--- src/rtl/hc595_rx.sv ---
// hc595_rx: 595-style shift/latch link receiver with per-digit segment image; HC595_RX_SYNC_EN adds a two-flop input synchronizer
module hc595_rx #(
   parameter int SEL_W = 6,
   parameter int SEG_W = 8
) (
   input  logic                     clk,
   input  logic                     rst,
   input  logic                     ds,
   input  logic                     shcp,
   input  logic                     stcp,
   input  logic                     oe,
   output logic [SEL_W-1:0]         sel,
   output logic [SEG_W-1:0]         seg,
   output logic                     frame_vld,
   output logic [SEL_W*SEG_W-1:0]   digits,
   output logic                     cnt_err,
   output logic                     sel_err
);
   localparam int FRAME_W = SEG_W + SEL_W;
   // pin order {shcp, stcp, oe, ds}; clocks and oe idle high so release makes no edge
   localparam logic [3:0] IDLE = 4'b1110;
   logic [3:0] pin, s_in;
   logic prev_shcp, prev_stcp, rise_sh, rise_st, sel_one, sel_two, sel_ok;
   logic [FRAME_W-1:0] shreg;
   logic [4:0] bcnt;
`ifdef HC595_RX_SYNC_EN
   logic [3:0] meta;
   always_ff @(posedge clk)
      if (!rst) meta <= IDLE;
      else meta <= {shcp, stcp, oe, ds};
   assign pin = meta;
`else
   assign pin = {shcp, stcp, oe, ds};
`endif
   always_ff @(posedge clk) begin
      if (!rst) begin
         s_in <= IDLE;
         prev_shcp <= 1'b1;
         prev_stcp <= 1'b1;
      end else begin
         s_in <= pin;
         prev_shcp <= s_in[3];
         prev_stcp <= s_in[2];
      end
   end
   assign rise_sh = s_in[3] & ~prev_shcp;
   assign rise_st = s_in[2] & ~prev_stcp;
   always_comb begin
      sel_one = 1'b0;
      sel_two = 1'b0;
      for (int i = 0; i < SEL_W; i++)
         if (!shreg[i]) begin
            sel_two = sel_two | sel_one;
            sel_one = 1'b1;
         end
   end
   assign sel_ok = sel_one & ~sel_two;
   always_ff @(posedge clk) begin
      if (!rst) begin
         shreg <= '0;
         bcnt <= '0;
         sel <= '1;
         seg <= '0;
         digits <= '0;
         frame_vld <= 1'b0;
         cnt_err <= 1'b0;
         sel_err <= 1'b0;
      end else begin
         frame_vld <= rise_st;
         cnt_err <= rise_st && bcnt != 5'(FRAME_W);
         sel_err <= rise_st && !sel_ok;
         if (rise_sh) shreg <= {shreg[FRAME_W-2:0], s_in[0]};
         // latch sees the pre-shift register, like the real part
         if (rise_st) begin
            {seg, sel} <= shreg;
            bcnt <= {4'b0, rise_sh};
            for (int i = 0; i < SEL_W; i++)
               if (!s_in[1] && sel_ok && !shreg[i]) digits[i*SEG_W +: SEG_W] <= shreg[FRAME_W-1:SEL_W];
         end else if (rise_sh && bcnt != 5'd31) bcnt <= bcnt + 5'd1;
      end
   end
endmodule

--- config.mk ---
export PLATFORM = sky130hd
export DESIGN_NAME = hc595_rx
export DESIGN_NICKNAME = d
export VERILOG_FILES = /design/src/rtl/hc595_rx.sv
export SDC_FILE = /design/constraint.sdc
export NUM_CORES = 1
export LEC_CHECK = 0
export BUFFER_PORTS_ARGS = -buffer_cell sky130_fd_sc_hd__buf_2
export CAP_MARGIN = 10
export CORE_MARGIN = 4
export CORE_UTILIZATION = 30
export CTS_CLUSTER_DIAMETER = 30
export DETAILED_ROUTE_END_ITERATION = 16
export GPL_ROUTABILITY_DRIVEN = 1
export SETUP_SLACK_MARGIN = 0.02
export SLEW_MARGIN = 20
export SYNTH_ARGS = -nofsm -noshare
export SYNTH_HDL_FRONTEND = slang
export SYNTH_SLANG_ARGS = --single-unit
--- constraint.sdc ---
create_clock -name clk -period 1.85 [get_ports clk]
set_input_delay 0.185 -clock clk [delete_from_list [all_inputs] [get_ports clk]]
set_output_delay 0.185 -clock clk [all_outputs]
set_load 0.1 [all_outputs]
==> qor.yml, run 1 <==
status:
  outcome: "finished clean"
global_route:
  antenna_found_initial: 0
  grt_pass1_wl_mm: 13.4
  grt_usage: 0.131
  grt_max_degree: 31
  grt_overflow_total: 0
  grt_pass1_vias: 2614
setup_path:
  reg2reg_depth: 5
  crit_path_cell_trace: "ha_1 -> and3_1 -> ha_1 -> or4_1 -> a21oi_1"
  r2r_start: "bcnt[0]"
  cpLargestDelayFamily: "simple AND/OR/NAND/NOR gates"
  critPathKind: "reg2reg"
  r2r_end: "bcnt[3]"
  crit_slowest_cell: "or4_1"
  worst_ep_arrival_time_ps: 1970
  endpoint_kind: "flop"
  critPathRequiredTime_ps: 2120
  critical_path_buf_inv_count: 0
  cp_max_fo: 6
  critPathLaunchType: "flop"
  cp_common_cell: "ha_1"
  rrSetupSlack_ps: 140
  slowest_delay_ps: 520
drt:
  drc: 0
  vias: 2726
  via_per_inst: 4.71
  routedWlPerCell_um: 14.8
  initialDrtViolationCount: 171
  ant_nets: 0
  drt-total-wl_mm: 8.55
  firstDrtPassIters: 5
clocking:
  root_buffer: "clkbuf_16"
  clk_latency_ps: 340
  hold_buffers: 0
  cts_tree: "built"
  clock_sinks: 90
  clk_pin_slew_worst_paths_ps: 60
  cts_buffers: 9
  clockBufferDepth: 2
  htree_levels: 3
floorplan:
  design.die.area_um2: 13300
  die_w_um: 115
  rows: 38
  num_io_pins: 71
  coreArea_um2: 11100
  initial_core_util: 0.313
  die_y_um: 115
synthesis:
  ys_seq_elements: 90
  syn_inst: 361
  yosys_warnings: 0
  synth_edf_count: 0
  synthArstFlopShare: 0
  synth_area_leader_cell: "dfxtp_1"
  synth_area_leaders: "dfxtp_1 (52%), mux2i_1 (14%), nand2_1 (12%)"
  syn_avg_cell_area_um2: 9.60
  syn_nets: 370
  synth_top_area_frac: 0.520
  netlist-cell-type-count: 40
  ys_seq_area_frac: 0.520
  synth_area_um2: 3470
  yosys_most_used_dff: "dfxtp_1"
  yosysMostFrequentCell: "nand2_1"
  synth_common_cells: "nand2_1 (113), dfxtp_1 (90), mux2i_1 (48)"
final_layout:
  drive_gt1_frac: 0.248
  fin_util: 0.389
  final_nets: 443
  fillers: 1119
  syn_to_final_growth_pct: 24.3
  diodes: 0
sta:
  final_max_slew_viol_count: 0
  hold_viol: 0
  max_slew_margin: 0.666
  finalSetupViolations: 0
  period_needed_ps: 1710
  finClkSkew_ps: 8.82
  rsz0062_at_grt: "no"
  post-route-period-util: 0.923
  fmax_mhz: 585
  fin_tns_setup_ps: 0
  tightestPinTransition_ps: 505
placed_design:
  gp_congestion: 0.763
  dp_hpwl_mm: 6.07
  io_buffers: 70
hold_path:
  min_delay_worst_endpoint: "s_in[3]"
  hp-start: "shcp"
  hold_depth: 2
  hold_path_class: "in2reg"
power:
  vdd_drop_max_uv: 445
  pwr_density_cell_nw_per_um2: 916
  p_leak_nw: 1.73
  p_total_w: 0.00395
run:
  maxCapViolations: 0
cell families after synthesis:
group,count (synthesis),synth area share
AND/OR/NAND/NOR,151,0.210
buffers and inverters,31,0.0408
adder cells (fa/ha/maj),3,0.0108
AO/OA/AOI/OAI,36,0.0751
XOR/XNOR,2,0.00506
flip-flops,90,0.520
multiplexers,48,0.139
timing repair:
item | in CTS | in global routing
setup endpoints to repair | 0 | 2
buffers inserted | 0 | 0
gates resized for setup | 0 | 1
layout make-up:
| class | instances | area, um2 | area share |
|---|---|---|---|
| Sequential cell | 90 | 1800 | 0.418 |
| Clock buffer | 12 | 246 | 0.0572 |
| Tap cell | 140 | 175 | 0.0407 |
| Inverter | 6 | 22.5 | 0.00523 |
| Clock inverter | 4 | 51.3 | 0.0119 |
| Multi-Input combinational cell | 240 | 1530 | 0.356 |
| Timing Repair Buffer | 87 | 478 | 0.111 |
registers in the layout, summed over array words and instances (netlist names):
register / count
digits: 48
shreg: 14
seg: 8
sel: 6
bcnt: 5
s_in: 4
cnt_err: 1
frame_vld: 1
prev_shcp: 1
prev_stcp: 1
sel_err: 1
worst max path at each step:
stage                   from          to  cells past startpoint
finish               bcnt[0]     bcnt[3]                      5
global route        shreg[1]  digits[37]                      4
CTS                  bcnt[0]     bcnt[1]                      6
detailed placement   bcnt[0]     bcnt[1]                      6
global placement     bcnt[0]     bcnt[1]                      6
floorplan            bcnt[0]     bcnt[3]                      5
power breakdown:
part | leakage [nW] | switching, W | total, W | internal, W
clock network | 0.143 | 0.000736 | 0.00182 | 0.00108
registers | 0.727 | 0.0000126 | 0.00197 | 0.00195
logic | 0.862 | 0.000119 | 0.000159 | 0.0000403
layout by cell type (no fill, tap or decap), types with 4 or more instances in the layout:
cell,Yosys,final
a21boi_0,10,10
a21boi_1,13,13
buf_2,5,70
buf_4,3,17
clkbuf_16,0,9
dfxtp_1,90,90
inv_1,4,4
mux2i_1,48,48
nand2_1,113,113
nand2b_1,8,8
nand3_1,7,7
o211ai_1,4,4
per-stage QoR:
step / hold WS (ps) / std cells / setup WS [ps] / cell area, um2
6_report: 31.0 / 579 / 142 / 4310
3_5_place_dp: 378 / 563 / 116 / 4010
5_1_grt: 32.7 / 579 / 72.9 / 4310
2_1_floorplan: 286 / 361 / 260 / 3470
4_1_cts: 25.7 / 579 / 94.6 / 4300
3_3_place_gp: 374 / 563 / 220 / 4010
layer usage:
layer	wire length [um]	vias up	global-route usage
met5	0	-	0
li1	-	1343	-
met3	570	8	0.0392
met1	3850	1304	0.167
met4	122	0	0.0524
met2	4020	71	0.207
No activity file was read; power rests on OpenSTA's default activity.
==> run 2: changes to the inputs <==
- HOLD_SLACK_MARGIN: not set -> 0.1
==> qor.yml, run 2 (synthesis gave the netlist of run 1 again) <==
sta:
  max_slew_margin: 0.666  # about the same
  tightestPinTransition_ps: 504  # was 505 ps
  post-route-period-util: 0.921  # was 0.923
  hold_viol: 0  # unchanged
  period_needed_ps: 1700  # was 1710 ps
  final_max_slew_viol_count: 0  # unchanged
  fmax_mhz: 587  # was 585 MHz
  finalSetupViolations: 0  # unchanged
  fin_tns_setup_ps: 0  # unchanged
  finClkSkew_ps: 5.55  # was 8.82 ps
  fin_hold_ws_ps: 263  # was 31.0 ps
  finalWorstSetupSlack_ps: 146  # was 142 ps
  rsz0062_at_grt: "no"  # unchanged
clocking:
  cts_buffers: 9  # unchanged
  cts_tree: "built"  # unchanged
  post_cts_buffers: 0  # unchanged
  clockBufferDepth: 2  # unchanged
  clk_latency_ps: 340  # about the same
  clk_pin_slew_worst_paths_ps: 60  # about the same
  htree_levels: 3  # unchanged
  root_buffer: "clkbuf_16"  # unchanged
  clock_sinks: 90  # unchanged
global_route:
  grt_usage: 0.131  # about the same
  grt_pass1_vias: 2646  # was 2614
  grt_overflow_total: 0  # unchanged
  grt_pass1_wl_mm: 13.5  # was 13.4 mm
  antenna_found_initial: 0  # unchanged
  grt_max_degree: 31  # unchanged
drt:
  ant_nets: 0  # unchanged
  routedWlPerCell_um: 14.7  # was 14.8 um
  via_per_inst: 4.70  # was 4.71
  drc: 0  # unchanged
  vias: 2742  # was 2726
  drt-total-wl_mm: 8.58  # was 8.55 mm
  initialDrtViolationCount: 149  # was 171
  firstDrtPassIters: 4  # was 5
final_layout:
  layout_common_cells: "nand2_1 (113), dfxtp_1 (90), buf_2 (70)"  # unchanged
  final_common_cell: "nand2_1"  # unchanged
  diodes: 0  # unchanged
  final_nets: 447  # was 443
  largestRegisters: "digits x48, shreg x14, seg x8"  # unchanged
  drive_gt1_frac: 0.246  # was 0.248
  largest_reg_flops: 48  # unchanged
  largest_register: "digits"  # unchanged
  syn_to_final_growth_pct: 25.5  # was 24.3%
setup_path:
  cp_max_fo: 6  # unchanged
  critPathKind: "reg2reg"  # unchanged
  critPathLaunchType: "flop"  # unchanged
  cp_common_cell: "ha_1"  # unchanged
  crit_slowest_cell: "or4_1"  # unchanged
  slowest_delay_ps: 510  # was 520 ps
  critical_path_buf_inv_count: 0  # unchanged
  endpoint_kind: "flop"  # unchanged
  worst_ep_arrival_time_ps: 1970  # about the same
  critPathRequiredTime_ps: 2120  # about the same
  cpLargestDelayFamily: "simple AND/OR/NAND/NOR gates"  # unchanged
  crit_path_cell_trace: "ha_1 -> and3_1 -> ha_1 -> or4_1 -> a21oi_1"  # unchanged
run:
  maxCapViolations: 0  # unchanged
floorplan:
  die_w_um: 115  # unchanged
  design.die.area_um2: 13300  # unchanged
  initial_core_util: 0.313  # unchanged
  die_y_um: 115  # unchanged
  num_io_pins: 71  # unchanged
  rows: 38  # unchanged
  coreArea_um2: 11100  # unchanged
placed_design:
  io_buffers: 70  # unchanged
  place_ws_ps: 116  # unchanged
  gp_congestion: 0.763  # unchanged
  dp_hpwl_mm: 6.07  # unchanged
power:
  pwr_density_cell_nw_per_um2: 909  # was 916 nW/um2
  p_leak_nw: 1.75  # was 1.73 nW
  vdd_drop_max_uv: 447  # was 445 uV
hold_path:
  hold_path_class: "in2reg"  # unchanged
status:
  outcome: "finished clean"  # unchanged
==> run 2: cell count changes in the layout (fill, tap and decap cells not counted) <==
| cell | previous run | this run |
|---|---|---|
| dlygate4sd3_1 | 0 | 4 |
==> run 2: metal layers <==
layer / wire length, um / global-route usage
met1: 3870 / 0.167
met2: 3980 / 0.208
met4: 163 / 0.0524
met5: 0 / 0
met3: 565 / 0.0397
==> run 2: worst paths after layout <==
check             startpoint  endpoint  slack [ps]  cells after the start
hold / removal           rst   s_in[3]         260                      2
setup reg to reg     bcnt[0]   bcnt[3]         150                      5
hold reg to reg      s_in[0]  shreg[0]         440                      2
setup / recovery     bcnt[0]   bcnt[3]         150                      5
==> run 2: final cells by class <==
cell class	instances	area (um2)
Fill cell	1118	6730
Sequential cell	90	1800
Multi-Input combinational cell	240	1530
Timing Repair Buffer	91	518
Clock buffer	12	246
Tap cell	140	175
Clock inverter	4	51.3
Inverter	6	22.5
==> run 2: power by group <==
group          switching (W)  total, W  internal (W)
clock               0.000736   0.00182       0.00108
sequential         0.0000127   0.00197       0.00195
combinational       0.000120  0.000165     0.0000458
total               0.000868   0.00395       0.00308
==> run 2: metrics by stage <==
step	total power, W	utilization	area (um2)	std cells
after global routing	0.00408	0.393	4350	583
after global placement	0.00217	0.362	4010	563
after detailed placement	0.00217	0.362	4010	563
final	0.00395	0.393	4350	583
after floorplan	0.00213	-	3470	361
after CTS	0.00399	0.392	4340	583
==> run 2: repair_timing <==
action | in CTS | in global routing
hold endpoints to repair | 4 | 0
setup endpoints to repair | 0 | 2
gates resized for setup | 0 | 1
hold buffers | 4 | 0
==> run 3: changes to the inputs <==
- CAP_MARGIN: 10 -> 20
- CTS_BUF_LIST: not set -> sky130_fd_sc_hd__clkbuf_16
==> qor.yml, run 3 (synthesis gave the netlist of run 1 again) <==
status:
  outcome: "finished clean"  # unchanged
power:
  p_seq_frac: 0.505  # was 0.498
  switching_share: 0.222  # was 0.220
  power.internal_w: 0.00303  # was 0.00308 W
  combPwrFrac: 0.042  # about the same
  pwr_density_cell_nw_per_um2: 897  # was 909 nW/um2
  vdd_drop_max_uv: 445  # was 447 uV
  p_leak_nw: 1.75  # about the same
  p_switching_w: 0.000863  # was 0.000868 W
  p_clk_frac: 0.452  # was 0.461
drt:
  ant_nets: 0  # unchanged
  initialDrtViolationCount: 188  # was 149
  vias: 2747  # was 2742
  routedWlPerCell_um: 14.7  # about the same
  drt-total-wl_mm: 8.58  # about the same
  drc: 0  # unchanged
  firstDrtPassIters: 4  # unchanged
  via_per_inst: 4.71  # was 4.70
setup_path:
  cp_common_cell: "ha_1"  # unchanged
  worst_ep_arrival_time_ps: 1980  # was 1970 ps
  slowest_delay_ps: 520  # was 510 ps
  endpoint_kind: "flop"  # unchanged
  critPathLaunchType: "flop"  # unchanged
  cp_max_fo: 6  # unchanged
  crit_path_cell_trace: "ha_1 -> and3_1 -> ha_1 -> or4_1 -> a21oi_1"  # unchanged
  crit_slowest_cell: "or4_1"  # unchanged
  critPathRequiredTime_ps: 2120  # about the same
  critPathKind: "reg2reg"  # unchanged
floorplan:
  initial_core_util: 0.313  # unchanged
  design.die.area_um2: 13300  # unchanged
  die_y_um: 115  # unchanged
  rows: 38  # unchanged
  coreArea_um2: 11100  # unchanged
  die_w_um: 115  # unchanged
  num_io_pins: 71  # unchanged
sta:
  finalSetupViolations: 0  # unchanged
  rsz0062_at_grt: "no"  # unchanged
  finalWorstSetupSlack_ps: 141  # was 146 ps
  final_max_slew_viol_count: 0  # unchanged
  finClkSkew_ps: 6.88  # was 5.55 ps
  period_needed_ps: 1710  # was 1700 ps
  max_slew_margin: 0.666  # about the same
  hold_viol: 0  # unchanged
  tightestPinTransition_ps: 505  # was 504 ps
  post-route-period-util: 0.924  # was 0.921
  fin_tns_setup_ps: 0  # unchanged
  fmax_mhz: 585  # was 587 MHz
final_layout:
  largest_register: "digits"  # unchanged
  largest_reg_flops: 48  # unchanged
  largestRegisters: "digits x48, shreg x14, seg x8"  # unchanged
  fin_util: 0.392  # was 0.393
  final_nets: 447  # unchanged
  final_cells: 583  # unchanged
  syn_to_final_growth_pct: 25.2  # was 25.5%
  layout_common_cells: "nand2_1 (113), dfxtp_1 (90), buf_2 (70)"  # unchanged
  drive_gt1_frac: 0.244  # was 0.246
  final_common_cell: "nand2_1"  # unchanged
  diodes: 0  # unchanged
placed_design:
  place_ws_ps: 116  # unchanged
  gp_congestion: 0.763  # unchanged
  io_buffers: 70  # unchanged
  dp.cells: 563  # unchanged
  dp_hpwl_mm: 6.07  # unchanged
clocking:
  clk_latency_ps: 340  # about the same
  cts_tree: "built"  # unchanged
  cts_buffers: 9  # unchanged
  clk_pin_slew_worst_paths_ps: 60  # about the same
  root_buffer: "clkbuf_16"  # unchanged
  clock_sinks: 90  # unchanged
  clockBufferDepth: 2  # unchanged
  htree_levels: 3  # unchanged
global_route:
  grt_max_degree: 31  # unchanged
  grt_usage: 0.131  # about the same
  grt_pass1_wl_mm: 13.5  # about the same
  grt_pass1_vias: 2652  # was 2646
  antenna_found_initial: 0  # unchanged
  grt_overflow_total: 0  # unchanged
hold_path:
  hold_path_class: "in2reg"  # unchanged
run:
  maxCapViolations: 0  # unchanged
run 3: cell types whose count changed in the layout (fill, tap and decap cells not counted):
cell,delta
clkbuf_8,-1
clkbuf_1,-2
inv_1,+2
clkinv_1,+1
run 3: worst paths after layout:
| check | start | to | slack [ps] | cells past startpoint |
|---|---|---|---|---|
| max reg2reg | bcnt[0] | bcnt[3] | 140 | 5 |
| min | rst | s_in[3] | 260 | 2 |
| max | bcnt[0] | bcnt[3] | 140 | 5 |
| min reg2reg | s_in[0] | shreg[0] | 440 | 2 |
run 3: worst max-delay path, delay by kind of cell, from the launching register on:
family                     cells  cell delay, ps
and+or+nand+nor                2             700
DFF                            1             340
AOI/OAI and AO/OA              1             140
adders and majority gates      2             460
run 3: layout make-up:
type	instances	area, um2
well taps	140	175
multi-input cells	240	1530
repair buffers	91	518
inverters	6	22.5
clock buffers	9	225
fillers	1120	6740
clock inverters	7	62.6
flip-flops and latches	90	1800
run 3: through the flow:
stage,total power (W),cell area [um2],hold slack (ps)
after floorplan,0.00213,3470,286
after global placement,0.00217,4010,374
after detailed placement,0.00217,4010,378
after CTS,0.00394,4330,259
after global routing,0.00402,4340,316
final,0.00389,4340,262
run 3: routing by layer:
metal | wire length (um) | share of wire | GRT usage
met3 | 569 | 0.066 | 0.0397
met5 | 0 | 0 | 0
met1 | 3830 | 0.45 | 0.167
met4 | 162 | 0.019 | 0.0524
met2 | 4010 | 0.47 | 0.208
run 3: power groups by stage:
| stage | logic (W) | clock network [W] | registers [W] |
|---|---|---|---|
| finish | 0.000165 | 0.00176 | 0.00197 |
| global route | 0.000180 | 0.00188 | 0.00197 |
| CTS | 0.000167 | 0.00181 | 0.00197 |
| detailed placement | 0.000160 | 0 | 0.00201 |
| global placement | 0.000159 | 0 | 0.00201 |
| floorplan | 0.0000661 | 0 | 0.00206 |
run 3: what timing repair did:
item / 4_1_cts / 5_1_grt
hold buffers: 4 / 0
endpoints found under the hold margin: 4 / 0
buffers inserted: 0 / 0
gates resized for setup: 0 / 1
setup endpoints to repair: 0 / 2
